`src/rtl/mips_main_control_pkg.sv`:
```
// Shared definitions for the MIPS main control decoder: opcodes, ALUOp
// encodings and the packed control bundle carried into the ID/EX latch.
package mips_main_control_pkg;

  localparam int OP_W    = 6;
  localparam int ALUOP_W = 2;

  localparam logic [OP_W-1:0] OP_RTYPE = 6'b000000;
  localparam logic [OP_W-1:0] OP_LW    = 6'b100011;
  localparam logic [OP_W-1:0] OP_SW    = 6'b101011;
  localparam logic [OP_W-1:0] OP_BEQ   = 6'b000100;
  localparam logic [OP_W-1:0] OP_ADDI  = 6'b001000;

  localparam logic [ALUOP_W-1:0] ALUOP_ADD   = 2'b00;
  localparam logic [ALUOP_W-1:0] ALUOP_SUB   = 2'b01;
  localparam logic [ALUOP_W-1:0] ALUOP_FUNCT = 2'b10;

  typedef struct packed {
    logic               reg_dst;
    logic               alu_src;
    logic               mem_to_reg;
    logic               reg_write;
    logic               mem_read;
    logic               mem_write;
    logic               branch;
    logic [ALUOP_W-1:0] alu_op;
    logic               illegal;
  } ctrl_t;

endpackage

```
`src/rtl/mips_ctrl_decode.sv`:
```
// Combinational opcode decoder: maps the ID-stage opcode to the control bundle.
// Unlisted opcodes fall through to an all-zero bundle with illegal set.
module mips_ctrl_decode
  import mips_main_control_pkg::*;
(
  input  logic [OP_W-1:0] op_i,
  output ctrl_t           ctrl_o
);

  always_comb begin
    ctrl_o = '0;
    case (op_i)
      OP_RTYPE: begin
        ctrl_o.reg_dst   = 1'b1;
        ctrl_o.reg_write = 1'b1;
        ctrl_o.alu_op    = ALUOP_FUNCT;
      end
      OP_LW: begin
        ctrl_o.alu_src    = 1'b1;
        ctrl_o.mem_to_reg = 1'b1;
        ctrl_o.reg_write  = 1'b1;
        ctrl_o.mem_read   = 1'b1;
        ctrl_o.alu_op     = ALUOP_ADD;
      end
      OP_SW: begin
        // RegDst/MemtoReg are don't-cares for stores; held at 0.
        ctrl_o.alu_src   = 1'b1;
        ctrl_o.mem_write = 1'b1;
        ctrl_o.alu_op    = ALUOP_ADD;
      end
      OP_BEQ: begin
        ctrl_o.branch = 1'b1;
        ctrl_o.alu_op = ALUOP_SUB;
      end
      OP_ADDI: begin
        ctrl_o.alu_src   = 1'b1;
        ctrl_o.reg_write = 1'b1;
        ctrl_o.alu_op    = ALUOP_ADD;
      end
      default: begin
        ctrl_o.illegal = 1'b1;
      end
    endcase
  end

endmodule

```
`src/rtl/mips_main_control.sv`:
```
// ID-stage main control: decodes the opcode and latches the controls into the
// ID/EX register, with Flush injecting a bubble and rst_n clearing asynchronously.
module mips_main_control
  import mips_main_control_pkg::*;
(
  input  logic               clk,
  input  logic               rst_n,
  input  logic [OP_W-1:0]    Op,
  input  logic               Flush,
  output logic               RegDst,
  output logic               ALUSrc,
  output logic               MemtoReg,
  output logic               RegWrite,
  output logic               MemRead,
  output logic               MemWrite,
  output logic               Branch,
  output logic [ALUOP_W-1:0] ALUOp,
  output logic               Illegal
);

  ctrl_t dec_ctrl;
  ctrl_t ctrl_d;
  ctrl_t ctrl_q;

  mips_ctrl_decode u_decode (
    .op_i   (Op),
    .ctrl_o (dec_ctrl)
  );

  // A flushed slot is a bubble: no write, no memory access, not illegal.
  always_comb begin
    ctrl_d = dec_ctrl;
    if (Flush) begin
      ctrl_d = '0;
    end
  end

  always_ff @(posedge clk or negedge rst_n) begin
    if (!rst_n) begin
      ctrl_q <= '0;
    end else begin
      ctrl_q <= ctrl_d;
    end
  end

  assign RegDst   = ctrl_q.reg_dst;
  assign ALUSrc   = ctrl_q.alu_src;
  assign MemtoReg = ctrl_q.mem_to_reg;
  assign RegWrite = ctrl_q.reg_write;
  assign MemRead  = ctrl_q.mem_read;
  assign MemWrite = ctrl_q.mem_write;
  assign Branch   = ctrl_q.branch;
  assign ALUOp    = ctrl_q.alu_op;
  assign Illegal  = ctrl_q.illegal;

endmodule

```
`config.mk`:
```
export PLATFORM = sky130hd
export DESIGN_NAME = mips_main_control
export DESIGN_NICKNAME = d
export VERILOG_FILES = /design/src/rtl/mips_main_control_pkg.sv /design/src/rtl/mips_ctrl_decode.sv /design/src/rtl/mips_main_control.sv
export SDC_FILE = /design/constraint.sdc
export NUM_CORES = 1
export LEC_CHECK = 0
export BUFFER_PORTS_ARGS = -buffer_cell sky130_fd_sc_hd__buf_2
export CAP_MARGIN = 20
export CORE_AREA = 2 2 39 41
export DETAILED_ROUTE_END_ITERATION = 7
export DIE_AREA = 0 0 41 43
export GPL_TIMING_DRIVEN = 0
export PLACE_DENSITY = 0.62
export SLEW_MARGIN = 20
export SYNTH_ARGS = -nofsm -noshare
export SYNTH_HDL_FRONTEND = slang
export SYNTH_SLANG_ARGS = --single-unit
```
`constraint.sdc`:
```
create_clock -name clk -period 0.8 [get_ports clk]
set_input_delay 0 -clock clk [delete_from_list [all_inputs] [get_ports clk]]
set_output_delay 0 -clock clk [all_outputs]
set_load 0.05 [all_outputs]
```
Word level (Yosys, flattened, before mapping)
Cells that the tools add are included.
- bits in registers: 10
- input bits: 9
- word-level logic and storage cells: 26
- eq/ne operators: 4
- multiplexer cells: 9
- reduce and logical (&&, ||, !) cells: 4
- operators with widths (operator ; number):
    6-bit == test (second input constant) ; 2
    10-bit two-way mux ; 1
    1-bit two-way mux ; 7
    6-bit by 3-bit == test with 1-bit output (second input constant) ; 1
    6-bit by 4-bit == test with 1-bit output (second input constant) ; 1
    6-bit logical NOT ; 1
    3-bit OR reduction ; 2
    5-bit OR reduction ; 1
    2-bit one-hot mux with 2 select lines ; 1

Depth between registers and ports, before layout
- depth after elaboration: 4
- mapped depth: 2
- depth with buffers taken out: 2

Cells and area by module
From an unflattened synthesis, not the netlist that was laid out.
- cell total of the unflattened synthesis: 38
- area total of the unflattened synthesis: 456.7 um2
- modules (own cells, without submodules) (module ; instances ; cells each ; area an instance (um2)):
    mips_main_control ; 1 ; 20 ; 312.8
    mips_ctrl_decode ; 1 ; 18 ; 143.9

Worst setup path after synthesis
OpenSTA, ideal clock, no wires.
- kind: register to output
- from: register, netlist name RegDst
- to: output port ALUOp[1]
- arrival: 0.886 ns
- required time: 0.800 ns
- path slack: -0.086 ns
- cell stages (with the launch flop): 2
- cells stage by stage: dfrtp_1 > buf_4
- RTL lines (item ; line ; text):
    end, declared ; mips_main_control.sv:17 ; output logic [ALUOP_W-1:0] ALUOp,

==> flow_metrics.py <==
metrics = {
    "grt": {
        "grtUsageMet2_pct": 11.25,
        "grt_use_total_pct": 8.731,
        "busiest_layer": "met1",
        "grt_max_degree": 9,
        "antenna_found_initial": 0,
        "grt_pass1_vias": 247,
        "use_met1_pct": 11.67,
        "overflow": 0,
        "use_met3_pct": 1.571,
        "grt_pass1_wl_um": 1007,
    },
    "worst_setup_path": {
        "worstSetupPathType": "reg -> out",
        "crit_fanout": 2,
        "cp.required_ps": 800,
        "startpoint_type": "flip-flop",
        "critPathCaptureType": "output port",
        "cp.arrival_ps": 900,
    },
    "layout": {
        "fin_area_um2": 566.8,
        "area_growth_syn_to_layout_pct": 69.66,
        "n_antenna_cell": 0,
        "layout_common_cells": "buf_2, buf_6, dfrtp_1",
        "fin_cells": 67,
        "layout-drive-gt1-share_pct": 54.90,
        "mostFrequentLayoutCell": "buf_2",
        "fill_cells": 135,
        "finalNetCount": 62,
    },
    "placement": {
        "placed_cells": 61,
        "gp_congestion": 0.7091,
        "place_area_um2": 446.7,
        "port_buffers": 18,
    },
    "sta": {
        "finalMaxSlewViolations": 0,
        "setup_viol": 4,
        "max_freq_mhz": 1116,
        "slew_headroom_pct": 68.22,
        "finalWorstPathRequiredPeriod_ps": 896.3,
        "hold_slack_ps": 46.72,
        "tns_ps": -284.2,
        "finalHoldViolCount": 0,
        "min_period_over_period_pct": 112.0,
        "worstMarginPinSlew_ps": 472.3,
        "rsz0062_at_grt": "yes",
        "worst_slack_ps": -96.26,
    },
    "die": {
        "core_mm2": 0.001384,
        "die_area_mm2": 0.001763,
        "start_util_pct": 24.14,
        "die_w_um": 41,
        "num_io_pins": 19,
        "rows": 14,
        "die_y_um": 43,
    },
    "synthesis": {
        "netlist_instances": 27,
        "syn_area_um2": 334.1,
        "synth_cell_types": 16,
        "synth_warnings": 0,
        "ys_seq_area_share_pct": 59.93,
        "yosys.area.top_type": "dfrtp_1",
        "syn_area_per_cell_um2": 12.37,
        "synth_seq_cells": 8,
        "syn_nets": 36,
        "synth_area_leaders": "dfrtp_1, and3_2, buf_4",
        "synth_top_cell_area_share_pct": 59.93,
    },
    "detailed_routing": {
        "firstDrtPassIters": 3,
        "drt_wl_total_um": 669,
        "final_antenna_net_count": 0,
        "viasPerCell": 4.448,
        "route.detailed.drc": 0,
        "vias": 298,
        "wl_per_cell_um": 9.985,
        "drt-initial-drc-count": 9,
    },
    "hold_path": {
        "hold_class": "in -> reg",
    },
    "clock_network": {
        "clock-root-buffer": "clkbuf_4",
        "clk_pin_slew_ps": 50,
        "cts_max_path_buffers": 2,
        "cts_num_sinks": 8,
        "h-tree-depth": 1,
        "cts_tree": "yes",
        "cts-buffers-inserted": 3,
    },
    "flow_run": {
        "maxCapViolations": 0,
    },
    "pwr": {
        "ir_worst_vdd_mv": 0.5967,
        "pwr_density_cell_mw_per_mm2": 1451,
        "fin_total_pwr_mw": 0.8224,
        "power_leakage_nw": 0.2984,
    },
    "run_status": {
        "status": "complete, but fails checks",
        "violations": "setup timing",
    },
}
[timing repair]
item / in CTS / in global routing
gates resized for setup: 16 / 5
hold endpoints to repair: 10 / 0
pin swaps: 0 / 0
setup endpoints to repair: 10 / 9
hold buffers: 3 / 0
setup buffers: 0 / 0
[area by class of cell]
class | instances | area, um2 | share of cell area, %
buffer | 2 | 22.52 | 3.974
clock buffer | 3 | 22.52 | 3.974
multi-input combinational | 17 | 118.9 | 20.97
sequential | 8 | 202.7 | 35.76
tap | 16 | 20.02 | 3.532
timing repair buffer | 21 | 180.2 | 31.79
[synthesized netlist by cell type]
library cell	count
dfrtp_1	8
and3_1	2
and3_2	2
buf_4	2
nor2_1	2
a21oi_1	1
a221oi_1	1
and4b_1	1
nand2_1	1
nand4b_1	1
nor3_1	1
nor4_1	1
nor4b_1	1
o21ba_1	1
or3_1	1
or3_4	1
[sequential cells by signal, indices dropped and copies added, names as in the netlist]
register / cells
Branch: 1
Illegal: 1
MemRead: 1
RegWrite: 1
MemWrite: 1
RegDst: 1
ALUOp: 1
ALUSrc: 1
[worst max-delay path, stage by stage (launching register included)]
cell and delay (ps):
dfrtp_2 400, buf_6 110, buf_8 140
[per-stage QoR]
stage / utilization [%] / setup WS, ps
after global routing: 40.96 / -130.5
final: 40.96 / -96.26
after global placement: 32.28 / -66.41
after detailed placement: 32.28 / -43.93
after floorplan: - / 55.70
after CTS: 39.60 / -106.5
[metal layers]
layer | up-vias | wire length (um)
li1 | 148 | -
met1 | 131 | 290
met2 | 17 | 296
met3 | 2 | 57
met4 | 0 | 24
met5 | - | 0
[cells by family after synthesis]
| group | synth area share [%] |
|---|---|
| AND/OR/NAND/NOR | 28.46 |
| AO/OA/AOI/OAI | 7.115 |
| buffers and inverters | 4.493 |
| flip-flops | 59.92 |
[where the power goes]
| group | leakage (nW) | internal (mW) | switching, mW | total (mW) |
|---|---|---|---|---|
| Sequential | 0.106 | 0.412 | 0.00277 | 0.415 |
| Clock | 0.0138 | 0.170 | 0.120 | 0.290 |
| Combinational | 0.179 | 0.0512 | 0.0667 | 0.118 |
[path summary, 6_finish.rpt]
kind | start | to | cells after the start
min in group asynchronous | rst_n | ALUSrc | 2
max | MemRead | MemtoReg | 2
min | Op[3] | Illegal | 3
max in group asynchronous | rst_n | RegDst | 2
No activity file was read; power rests on OpenSTA's default activity.
